`src/rtl/cla_pkg.sv`:
```
// Shared types and helpers for the pipelined carry-lookahead adder/subtractor.
package cla_pkg;

    typedef enum logic [1:0] {
        OP_ADD = 2'd0,
        OP_SUB = 2'd1,
        OP_CMP = 2'd2
    } op_e;

    typedef struct packed {
        logic cout;
        logic zero;
        logic ovf;
        logic lt;
        logic ltu;
    } flags_t;

    // Number of lookahead groups in a word.
    function automatic int ngroup(input int width, input int group);
        return width / group;
    endfunction

endpackage

```
`src/rtl/cla_group.sv`:
```
// One GROUP-bit carry-lookahead group: local sum plus group generate/propagate.
module cla_group #(
    parameter int GROUP = 4
) (
    input  logic [GROUP-1:0] a,
    input  logic [GROUP-1:0] b,
    input  logic             cin,
    output logic [GROUP-1:0] sum,
    output logic             gg,
    output logic             gp
);

    logic [GROUP-1:0] g;
    logic [GROUP-1:0] p;
    logic [GROUP-1:0] c;
    logic             gen_acc;

    // Bit carries inside the group and the group generate, which does not depend on cin.
    always_comb begin
        g       = a & b;
        p       = a ^ b;
        c       = '0;
        c[0]    = cin;
        gen_acc = 1'b0;
        for (int i = 0; i < GROUP - 1; i++) begin
            c[i+1] = g[i] | (p[i] & c[i]);
        end
        for (int i = 0; i < GROUP; i++) begin
            gen_acc = g[i] | (p[i] & gen_acc);
        end
        sum = p ^ c;
        gg  = gen_acc;
        gp  = &p;
    end

endmodule

```
`src/rtl/cla_pipe_addsub.sv`:
```
// Pipelined carry-lookahead adder/subtractor with compare flags and valid/ready flow control.
module cla_pipe_addsub
    import cla_pkg::*;
#(
    parameter int WIDTH  = 32,
    parameter int GROUP  = 4,
    parameter int STAGES = 1
) (
    input  logic             i_clk,
    input  logic             i_rst_n,
    input  logic             i_valid,
    output logic             o_ready,
    input  logic [1:0]       i_op,
    input  logic [WIDTH-1:0] i_a,
    input  logic [WIDTH-1:0] i_b,
    output logic             o_valid,
    input  logic             i_ready,
    output logic [WIDTH-1:0] o_sum,
    output logic             o_cout,
    output logic             o_zero,
    output logic             o_ovf,
    output logic             o_lt,
    output logic             o_ltu
);

    localparam int NGROUP = ngroup(WIDTH, GROUP);
    localparam int NG_LO  = NGROUP / STAGES;
    localparam int LO_W   = WIDTH / STAGES;

    if ((STAGES != 1 && STAGES != 2) || (WIDTH % (GROUP * STAGES) != 0)) begin : gen_bad_cfg
        $error("cla_pipe_addsub: WIDTH must be a multiple of GROUP*STAGES and STAGES must be 1 or 2");
    end

    logic              in_sub;
    logic [WIDTH-1:0]  op_a;
    logic [WIDTH-1:0]  op_bp;
    logic [WIDTH-1:0]  sum_w;
    logic [NGROUP-1:0] grp_cin;
    logic [NGROUP-1:0] gg;
    logic [NGROUP-1:0] gp;
    logic              chain_cout;
    logic              out_ready;

    logic              fin_valid;
    logic [WIDTH-1:0]  fin_sum;
    logic              fin_cout;
    logic              fin_zero;
    logic              fin_a_msb;
    logic              fin_bp_msb;
    logic              fin_add;
    logic              fin_ovf;
    flags_t            fin_flags;
    flags_t            out_flags;

    // Anything other than ADD (including the reserved code) subtracts.
    assign in_sub = (i_op != OP_ADD);

    for (genvar k = 0; k < NGROUP; k++) begin : gen_grp
        cla_group #(.GROUP(GROUP)) u_grp (
            .a   (op_a[k*GROUP +: GROUP]),
            .b   (op_bp[k*GROUP +: GROUP]),
            .cin (grp_cin[k]),
            .sum (sum_w[k*GROUP +: GROUP]),
            .gg  (gg[k]),
            .gp  (gp[k])
        );
    end

    assign chain_cout = gg[NGROUP-1] | (gp[NGROUP-1] & grp_cin[NGROUP-1]);
    assign out_ready  = ~o_valid | i_ready;

    if (STAGES == 2) begin : gen_two
        logic            s1_valid;
        logic            s1_ready;
        logic            s1_carry;
        logic            s1_lo_zero;
        logic [LO_W-1:0] s1_lo_sum;
        logic [LO_W-1:0] s1_a_hi;
        logic [LO_W-1:0] s1_b_hi;
        logic [1:0]      s1_op;
        logic            s1_sub;
        logic            lo_cout;
        logic [LO_W-1:0] lo_bp;
        logic [LO_W-1:0] hi_bp;

        // The low half works on the live request; the high half on the registered operands.
        assign lo_bp  = in_sub ? ~i_b[LO_W-1:0] : i_b[LO_W-1:0];
        assign s1_sub = (s1_op != OP_ADD);
        assign hi_bp  = s1_sub ? ~s1_b_hi : s1_b_hi;
        assign op_a   = {s1_a_hi, i_a[LO_W-1:0]};
        assign op_bp  = {hi_bp, lo_bp};

        assign grp_cin[0] = in_sub;
        for (genvar k = 1; k < NGROUP; k++) begin : gen_chain
            if (k == NG_LO) begin : gen_cut
                assign grp_cin[k] = s1_carry;
            end else begin : gen_link
                assign grp_cin[k] = gg[k-1] | (gp[k-1] & grp_cin[k-1]);
            end
        end

        assign lo_cout  = gg[NG_LO-1] | (gp[NG_LO-1] & grp_cin[NG_LO-1]);
        assign s1_ready = ~s1_valid | out_ready;

        // Stage-1 register: low-half result, its carry and zero, plus raw high operands and op.
        always_ff @(posedge i_clk) begin
            if (!i_rst_n) begin
                s1_valid   <= 1'b0;
                s1_carry   <= 1'b0;
                s1_lo_zero <= 1'b0;
                s1_lo_sum  <= '0;
                s1_a_hi    <= '0;
                s1_b_hi    <= '0;
                s1_op      <= '0;
            end else if (s1_ready) begin
                s1_valid <= i_valid;
                if (i_valid) begin
                    s1_carry   <= lo_cout;
                    s1_lo_zero <= (sum_w[LO_W-1:0] == '0);
                    s1_lo_sum  <= sum_w[LO_W-1:0];
                    s1_a_hi    <= i_a[WIDTH-1:LO_W];
                    s1_b_hi    <= i_b[WIDTH-1:LO_W];
                    s1_op      <= i_op;
                end
            end
        end

        assign fin_valid  = s1_valid;
        assign fin_sum    = {sum_w[WIDTH-1:LO_W], s1_lo_sum};
        assign fin_cout   = chain_cout;
        assign fin_zero   = s1_lo_zero & (sum_w[WIDTH-1:LO_W] == '0);
        assign fin_a_msb  = s1_a_hi[LO_W-1];
        assign fin_bp_msb = hi_bp[LO_W-1];
        assign fin_add    = ~s1_sub;
        assign o_ready    = s1_ready;
    end else begin : gen_one
        assign op_a  = i_a;
        assign op_bp = in_sub ? ~i_b : i_b;

        assign grp_cin[0] = in_sub;
        for (genvar k = 1; k < NGROUP; k++) begin : gen_chain
            assign grp_cin[k] = gg[k-1] | (gp[k-1] & grp_cin[k-1]);
        end

        assign fin_valid  = i_valid;
        assign fin_sum    = sum_w;
        assign fin_cout   = chain_cout;
        assign fin_zero   = (sum_w == '0);
        assign fin_a_msb  = i_a[WIDTH-1];
        assign fin_bp_msb = op_bp[WIDTH-1];
        assign fin_add    = ~in_sub;
        assign o_ready    = out_ready;
    end

    assign fin_ovf = (fin_a_msb == fin_bp_msb) & (fin_sum[WIDTH-1] != fin_a_msb);

    // Merge the final flags; compare flags only mean something for SUB/CMP.
    always_comb begin
        fin_flags      = '0;
        fin_flags.cout = fin_cout;
        fin_flags.zero = fin_zero;
        fin_flags.ovf  = fin_ovf;
        fin_flags.lt   = ~fin_add & (fin_sum[WIDTH-1] ^ fin_ovf);
        fin_flags.ltu  = ~fin_add & ~fin_cout;
    end

    // Output register: loads when the consumer side has room, holds under backpressure.
    always_ff @(posedge i_clk) begin
        if (!i_rst_n) begin
            o_valid   <= 1'b0;
            o_sum     <= '0;
            out_flags <= '0;
        end else if (out_ready) begin
            o_valid <= fin_valid;
            if (fin_valid) begin
                o_sum     <= fin_sum;
                out_flags <= fin_flags;
            end
        end
    end

    assign o_cout = out_flags.cout;
    assign o_zero = out_flags.zero;
    assign o_ovf  = out_flags.ovf;
    assign o_lt   = out_flags.lt;
    assign o_ltu  = out_flags.ltu;

endmodule

```
`config.mk`:
```
export PLATFORM = sky130hd
export DESIGN_NAME = cla_pipe_addsub
export DESIGN_NICKNAME = d
export VERILOG_FILES = /design/src/rtl/cla_pkg.sv /design/src/rtl/cla_group.sv /design/src/rtl/cla_pipe_addsub.sv
export SDC_FILE = /design/constraint.sdc
export NUM_CORES = 1
export LEC_CHECK = 0
export ABC_AREA = 1
export CAP_MARGIN = 0
export CORE_ASPECT_RATIO = 0.9
export CORE_MARGIN = 2
export CORE_UTILIZATION = 40
export CTS_CLUSTER_SIZE = 25
export DETAILED_ROUTE_END_ITERATION = 10
export HOLD_SLACK_MARGIN = 0.02
export PLACE_DENSITY_LB_ADDON = 0.12
export SYNTH_ARGS = -nofsm -noshare
export SYNTH_HDL_FRONTEND = slang
export SYNTH_HIERARCHICAL = 1
export SYNTH_SLANG_ARGS = --single-unit
```
`constraint.sdc`:
```
create_clock -name i_clk -period 4.5 [get_ports i_clk]
set_input_delay 0.45 -clock i_clk [delete_from_list [all_inputs] [get_ports i_clk]]
set_output_delay 0.45 -clock i_clk [all_outputs]
set_load 0.05 [all_outputs]
```
* Yosys cells after proc, flatten, opt, wreduce, memory -nomap -nowiden
Cells that the tools add are included.
** Word-level totals
- Bits in registers :: 38
- Bits of input ports :: 70
- Logic and storage cells :: 165
** Cells by class
- Eq/ne operators :: 2
- Muxes and demuxes :: 1
- Bitwise gates (word level) :: 144
- Reductions and logical operators :: 11
** Operators with widths (number)
- bitwise XOR 4 bit :: 16
- AND 1 bit :: 59
- OR 1 bit :: 57
- AND 4 bit :: 8
- zero test 32 bit :: 1
- 2-to-1 mux 32 bit :: 1
- NOT 32 bit :: 1
- AND reduction 4 bit :: 8
- NOT 1 bit :: 2
- AND reduction 2 bit :: 1
- nonzero test 2 bit :: 1
- equality test 1 bit :: 1
- inequality test 1 bit :: 1
- bitwise XOR 1 bit :: 1

* Longest topological paths before layout
- Word-level depth :: 33
- Mapped depth :: 36
- Depth with buffers taken out :: 36

* Cells and area by module
Netlist, hierarchy kept.
** By module, submodules not included
- cla_pipe_addsub :: times used 1, cells each 243, area each 1849.3 µm², sequential area each 760.7 µm²
- cla_group at gen_grp[3].u_grp ... :: times used 5, cells each 24, area each 186.4 µm², sequential area each 0.0 µm²
- cla_group at gen_grp[1].u_grp ... :: times used 2, cells each 23, area each 177.7 µm², sequential area each 0.0 µm²
- cla_group at gen_grp[0].u_grp :: times used 1, cells each 25, area each 182.7 µm², sequential area each 0.0 µm²

* Worst setup path after synthesis
Ideal clock, no wire load.
- Path kind :: input -> register
- Start point :: in i_op[1]
- End point :: reg out_flags, in the netlist o_zero
- Data arrival time :: 4.145 ns
- Required time :: 4.435 ns
- Setup slack :: 0.290 ns
- Stages on the path :: 35
- Path buffers :: 1
- Cell sequence :: nor2_2 > buf_2 > xnor2_1 > ha_1 > nand2_1 > nand2_1 > nand2_1 > nand2_1 > inv_2 > nand2_2 > nand2_2 > nand2_2 > nand2_2 > nand2_2 > nand2_2 > nand2_2 > nand2_2 > nand2_2 > nand2_2 > nand2_2 > nand2_2 > nand2_2 > inv_1 > fa_1 > inv_1 > fa_1 > fa_1 > xor2_1 > inv_1 > nand3_1 > nor4_1 > nand3_1 > nor3_1 > a21oi_1 > nor2_1
** Between the ends
- Elaborated cells between the ends (all ways) :: 138
** RTL lines
- start, declared :: line cla_pipe_addsub.sv:13 : input logic [1:0] i_op,
- nonzero test 2 bit (*) :: line cla_pipe_addsub.sv:56 : assign in_sub = (i_op != OP_ADD);
- 2-to-1 mux 32 bit (*) :: line cla_pipe_addsub.sv:138 : assign op_bp = in_sub ? ~i_b : i_b;
- net op_bp[2] :: line cla_pipe_addsub.sv:36 : logic [WIDTH-1:0] op_bp;
- bitwise XOR 4 bit :: line cla_group.sv:21 : p = a ^ b;
- AND 1 bit :: line cla_group.sv:29 : gen_acc = g[i] | (p[i] & gen_acc);
- OR 1 bit (*) :: line cla_group.sv:29
- AND 1 bit (*) :: line cla_group.sv:29
- OR 1 bit (*) :: line cla_group.sv:29
- net gg[0] :: line cla_pipe_addsub.sv:39 : logic [NGROUP-1:0] gg;
- (+1 left out)
- net grp_cin[1] :: line cla_pipe_addsub.sv:38 : logic [NGROUP-1:0] grp_cin;
- (+2 left out)
- net grp_cin[2] :: line cla_pipe_addsub.sv:38
- (+2 left out)
- net grp_cin[3] :: line cla_pipe_addsub.sv:38
- (+2 left out)
- net grp_cin[4] :: line cla_pipe_addsub.sv:38
- (+2 left out)
- net grp_cin[5] :: line cla_pipe_addsub.sv:38
- (+2 left out)
- net grp_cin[6] :: line cla_pipe_addsub.sv:38
- (+2 left out)
- net grp_cin[7] :: line cla_pipe_addsub.sv:38
- (+1 left out)
- OR 1 bit (*) :: line cla_group.sv:26 : c[i+1] = g[i] | (p[i] & c[i]);
- AND 1 bit (*) :: line cla_group.sv:26
- OR 1 bit (*) :: line cla_group.sv:26
- AND 1 bit (*) :: line cla_group.sv:26
- OR 1 bit (*) :: line cla_group.sv:26
- bitwise XOR 4 bit (*) :: line cla_group.sv:31 : sum = p ^ c;
- net fin_sum[31] :: line cla_pipe_addsub.sv:45 : logic [WIDTH-1:0] fin_sum;
- zero test 32 bit (*) :: line cla_pipe_addsub.sv:148 : assign fin_zero = (sum_w == '0);
- end signal, assigned :: line cla_pipe_addsub.sv:177 : out_flags <= fin_flags;
- end, declared :: line cla_pipe_addsub.sv:53 : flags_t out_flags;
Mark *: on every way through the listed nets, which the timed path passes. The rest lies on a longest branch.
A chain may end at the register's enable or synchronous reset.

* Worst setup path in the final report
- Start point :: in i_op[1]
- End point :: reg out_flags, in the netlist o_zero
** Between the ends
- Elaborated cells between the ends (all ways) :: 138
** RTL lines (line)
- nonzero test 2 bit (*) :: cla_pipe_addsub.sv:56
- 2-to-1 mux 32 bit (*) :: cla_pipe_addsub.sv:138
- net op_bp[2] :: cla_pipe_addsub.sv:36
- bitwise XOR 4 bit :: cla_group.sv:21
- AND 1 bit :: cla_group.sv:29
- OR 1 bit (*) :: cla_group.sv:29
- AND 1 bit (*) :: cla_group.sv:29
- OR 1 bit (*) :: cla_group.sv:29
- net gg[0] :: cla_pipe_addsub.sv:39
- (+1 left out)
- net grp_cin[1] :: cla_pipe_addsub.sv:38
- (+2 left out)
- net grp_cin[2] :: cla_pipe_addsub.sv:38
- (+2 left out)
- net grp_cin[3] :: cla_pipe_addsub.sv:38
- (+2 left out)
- net grp_cin[4] :: cla_pipe_addsub.sv:38
- (+2 left out)
- net grp_cin[5] :: cla_pipe_addsub.sv:38
- AND 1 bit (*) :: cla_group.sv:26
- OR 1 bit (*) :: cla_group.sv:26
- AND 1 bit (*) :: cla_group.sv:26
- OR 1 bit (*) :: cla_group.sv:26
- bitwise XOR 4 bit (*) :: cla_group.sv:31
- net fin_sum[22] :: cla_pipe_addsub.sv:45
- zero test 32 bit (*) :: cla_pipe_addsub.sv:148
Marked as above.

==> results.json <==
{
  "status": "finished, final reports clean",
  "max_slew_margin_pct": 23.7,
  "netlist_area_mm2": 0.00332,
  "worstHoldStart": "o_lt$_SDFFE_PN0P_",
  "numCtsBuffers": 5,
  "ant_nets": 0,
  "hold_viol_final": 0,
  "cts_tree": "yes",
  "grt_antenna_before_repair": 0,
  "fin_ws_ps": 198,
  "vias": 3101,
  "yosys_warnings": 6,
  "core_mm2": 0.00807,
  "synth_edf_count": 0,
  "ioPinCount": 109,
  "area_delta_synth_final_pct": 48.5,
  "r2r-start": "o_valid$_SDFFE_PN0N_",
  "worst_setup_path_end_kind": "register",
  "fin_nets": 695,
  "vdd_drop_max_uv": 150,
  "power_mw": 1.48,
  "fin_skew_ps": 2.18,
  "r2r_end": "o_ovf$_SDFFE_PN0P_",
  "yosys.area_share.simple_pct": 19.6,
  "whs_path_depth": 2,
  "cts-root-buf": "clkbuf_8",
  "die_y_um": 90.4,
  "synth.avg_cell_area_um2": 7.65,
  "yosysMostFrequentCell": "inv_1",
  "slew_violations": 0,
  "initial_core_util_pct": 41.1,
  "cp-start-kind": "input pin",
  "arrival_ps": 4520,
  "cp_common_cell": "nand2_2",
  "tightest_slew_ps": 1140,
  "synthFlopType": "dfxtp_1",
  "yosysTopAreaCellShare_pct": 22.9,
  "yosysUniqueCellTypes": 24,
  "rsz0062_at_grt": "yes",
  "grt.overflow.total": 0,
  "drt_wl_total_mm": 8.14,
  "crit_slowest_cell": "fa_1",
  "whs_ps": 480,
  "syn_inst": 434,
  "viasPerCell": 4.64,
  "dp_slack_ps": -429,
  "first_global_vias": 3040,
  "tns_ps": 0,
  "grt_pass1_wl_mm": 13.5,
  "synth_common_cells": "inv_1, nor2_1, nand2_1",
  "setup_viol": 0,
  "path_class": "input pin to register",
  "drt_iter0_drc": 71,
  "fmax_mhz": 232,
  "num_antenna_cells": 0,
  "hp-class": "register to register",
  "firstDrtPassIters": 4,
  "grt_use_total_pct": 18.2,
  "min_period_over_period_pct": 95.6,
  "r2r_slack_ps": 2680,
  "grt_max_degree": 53,
  "io_buffers": 108,
  "yosys.area_share.adder_pct": 26.5,
  "num_rows": 31,
  "rr_worst_depth": 5,
  "post_drt_wl_per_cell_um": 12.2,
  "total_leakage_power_nw": 2.31,
  "synth_area_leader_cell": "dfxtp_1",
  "clk_latency_ps": 290,
  "cts_hold_buf": 0,
  "place_congestion": 0.803,
  "die_w_um": 100,
  "clk_pin_slew_ps": 70,
  "synthXorXnorAreaFrac_pct": 10.6,
  "synth_top_family_by_area": "adder cells",
  "p_per_area_mw_per_mm2": 299,
  "placed_cell_area_mm2": 0.00471,
  "fin_area_mm2": 0.00493,
  "yosysSeqAreaShare_pct": 22.9,
  "clockBufferDepth": 2,
  "dpl.hpwl_mm": 6.60,
  "synth.area.top_cells": "dfxtp_1, fa_1, ha_1",
  "synthMuxAreaShare_pct": 0,
  "ys_async_sr_fraction_pct": 0,
  "drc": 0,
  "cts_num_sinks": 38,
  "slowest_delay_ps": 490,
  "die_area_mm2": 0.00904,
  "whs_endpoint": "o_lt$_SDFFE_PN0P_",
  "finalCriticalPeriod_ps": 4300,
  "crit_fanout": 4,
  "layout-drive-gt1-share_pct": 15.3,
  "synth_seq_cells": 38,
  "synth_compound_area_share_pct": 8.90,
  "cap_violations": 0,
  "cts-htree-levels": 2,
  "synth_nets": 560,
  "required_ps": 4720
}
-- cell families after synthesis --
family	count (synthesis)
AND/OR/NAND/NOR	143
AO/OA/AOI/OAI	57
flip-flops	38
XOR/XNOR	40
buffers and inverters	100
adder cells (fa/ha/maj)	56
-- per-layer routing --
metal	track usage, %	routed length, um
met2	31.5	3970
met4	4.11	71
met1	24.0	3790
met3	2.48	312
met5	0	0
-- per-stage QoR --
step	util [%]	cells
detailed placement	58.3	657
floorplan	-	434
CTS	60.2	665
global route	61.1	668
finish	61.1	668
global placement	58.3	657
-- worst max-delay path, delay by kind of cell --
family,cells,cell delay [ps]
buffers and inverters,5,430
XOR/XNOR,1,120
adder cells (fa/ha/maj),4,1290
AO/OA/AOI/OAI,1,60
AND/OR/NAND/NOR,20,2180
-- cells in the final DEF, fill, tap and decap left out --
cell type	count
inv_2	4
bufinv_16	1
buf_6	2
nor3_1	1
a21oi_2	1
buf_4	30
inv_1	83
nor4_2	2
nor2_1	49
xor2_1	9
o21ai_1	7
o21ai_0	27
ha_1	30
buf_12	1
clkbuf_2	2
clkdlybuf4s50_1	102
ha_4	1
o211ai_1	1
nand2_1	45
nor2_4	1
clkbuf_8	6
nor2_2	5
nand4_1	8
nand2_2	20
xnor2_2	3
nor4_1	2
a21oi_1	20
xnor2_1	28
dfxtp_1	38
nand3_2	1
fa_1	20
fa_2	4
ha_2	1
nand3_1	8
o21ai_2	1
nor4_4	1
dlymetal6s2s_1	4
-- how the worst max path moves through the flow --
| stage | cells past startpoint | from | to |
|---|---|---|---|
| floorplan | 35 | i_op[1] | o_zero$_SDFFE_PN0P_ |
| global placement | 27 | i_op[1] | o_zero$_SDFFE_PN0P_ |
| detailed placement | 27 | i_op[1] | o_zero$_SDFFE_PN0P_ |
| CTS | 34 | i_op[0] | o_zero$_SDFFE_PN0P_ |
| global route | 31 | i_op[1] | o_zero$_SDFFE_PN0P_ |
| finish | 31 | i_op[1] | o_zero$_SDFFE_PN0P_ |
-- area by class of cell --
cell class | instances | area, um2
multi-input cells | 296 | 2260
flip-flops and latches | 38 | 761
repair buffers | 141 | 1350
inverters | 87 | 327
well taps | 99 | 124
clock inverters | 1 | 30.0
fillers | 735 | 3140
clock buffers | 6 | 82.6
-- repair_timing --
action,in CTS,in global routing
gates resized for setup,7,19
buffers inserted,1,3
hold endpoints to repair,0,0
pin swaps,3,14
setup endpoints to repair,1,1
-- flip-flops by register name, summed over array words and instances, names as in the netlist --
name,flops
o_lt,1
o_cout,1
o_zero,1
o_ovf,1
o_sum,32
o_ltu,1
o_valid,1
-- power by group --
part | internal [mW] | switching [mW] | leakage (nW)
sequential | 0.376 | 0.0228 | 0.315
clock | 0.177 | 0.122 | 0.0573
combinational | 0.330 | 0.447 | 1.93
total | 0.883 | 0.592 | 2.31
No activity file was read; power rests on OpenSTA's default activity.
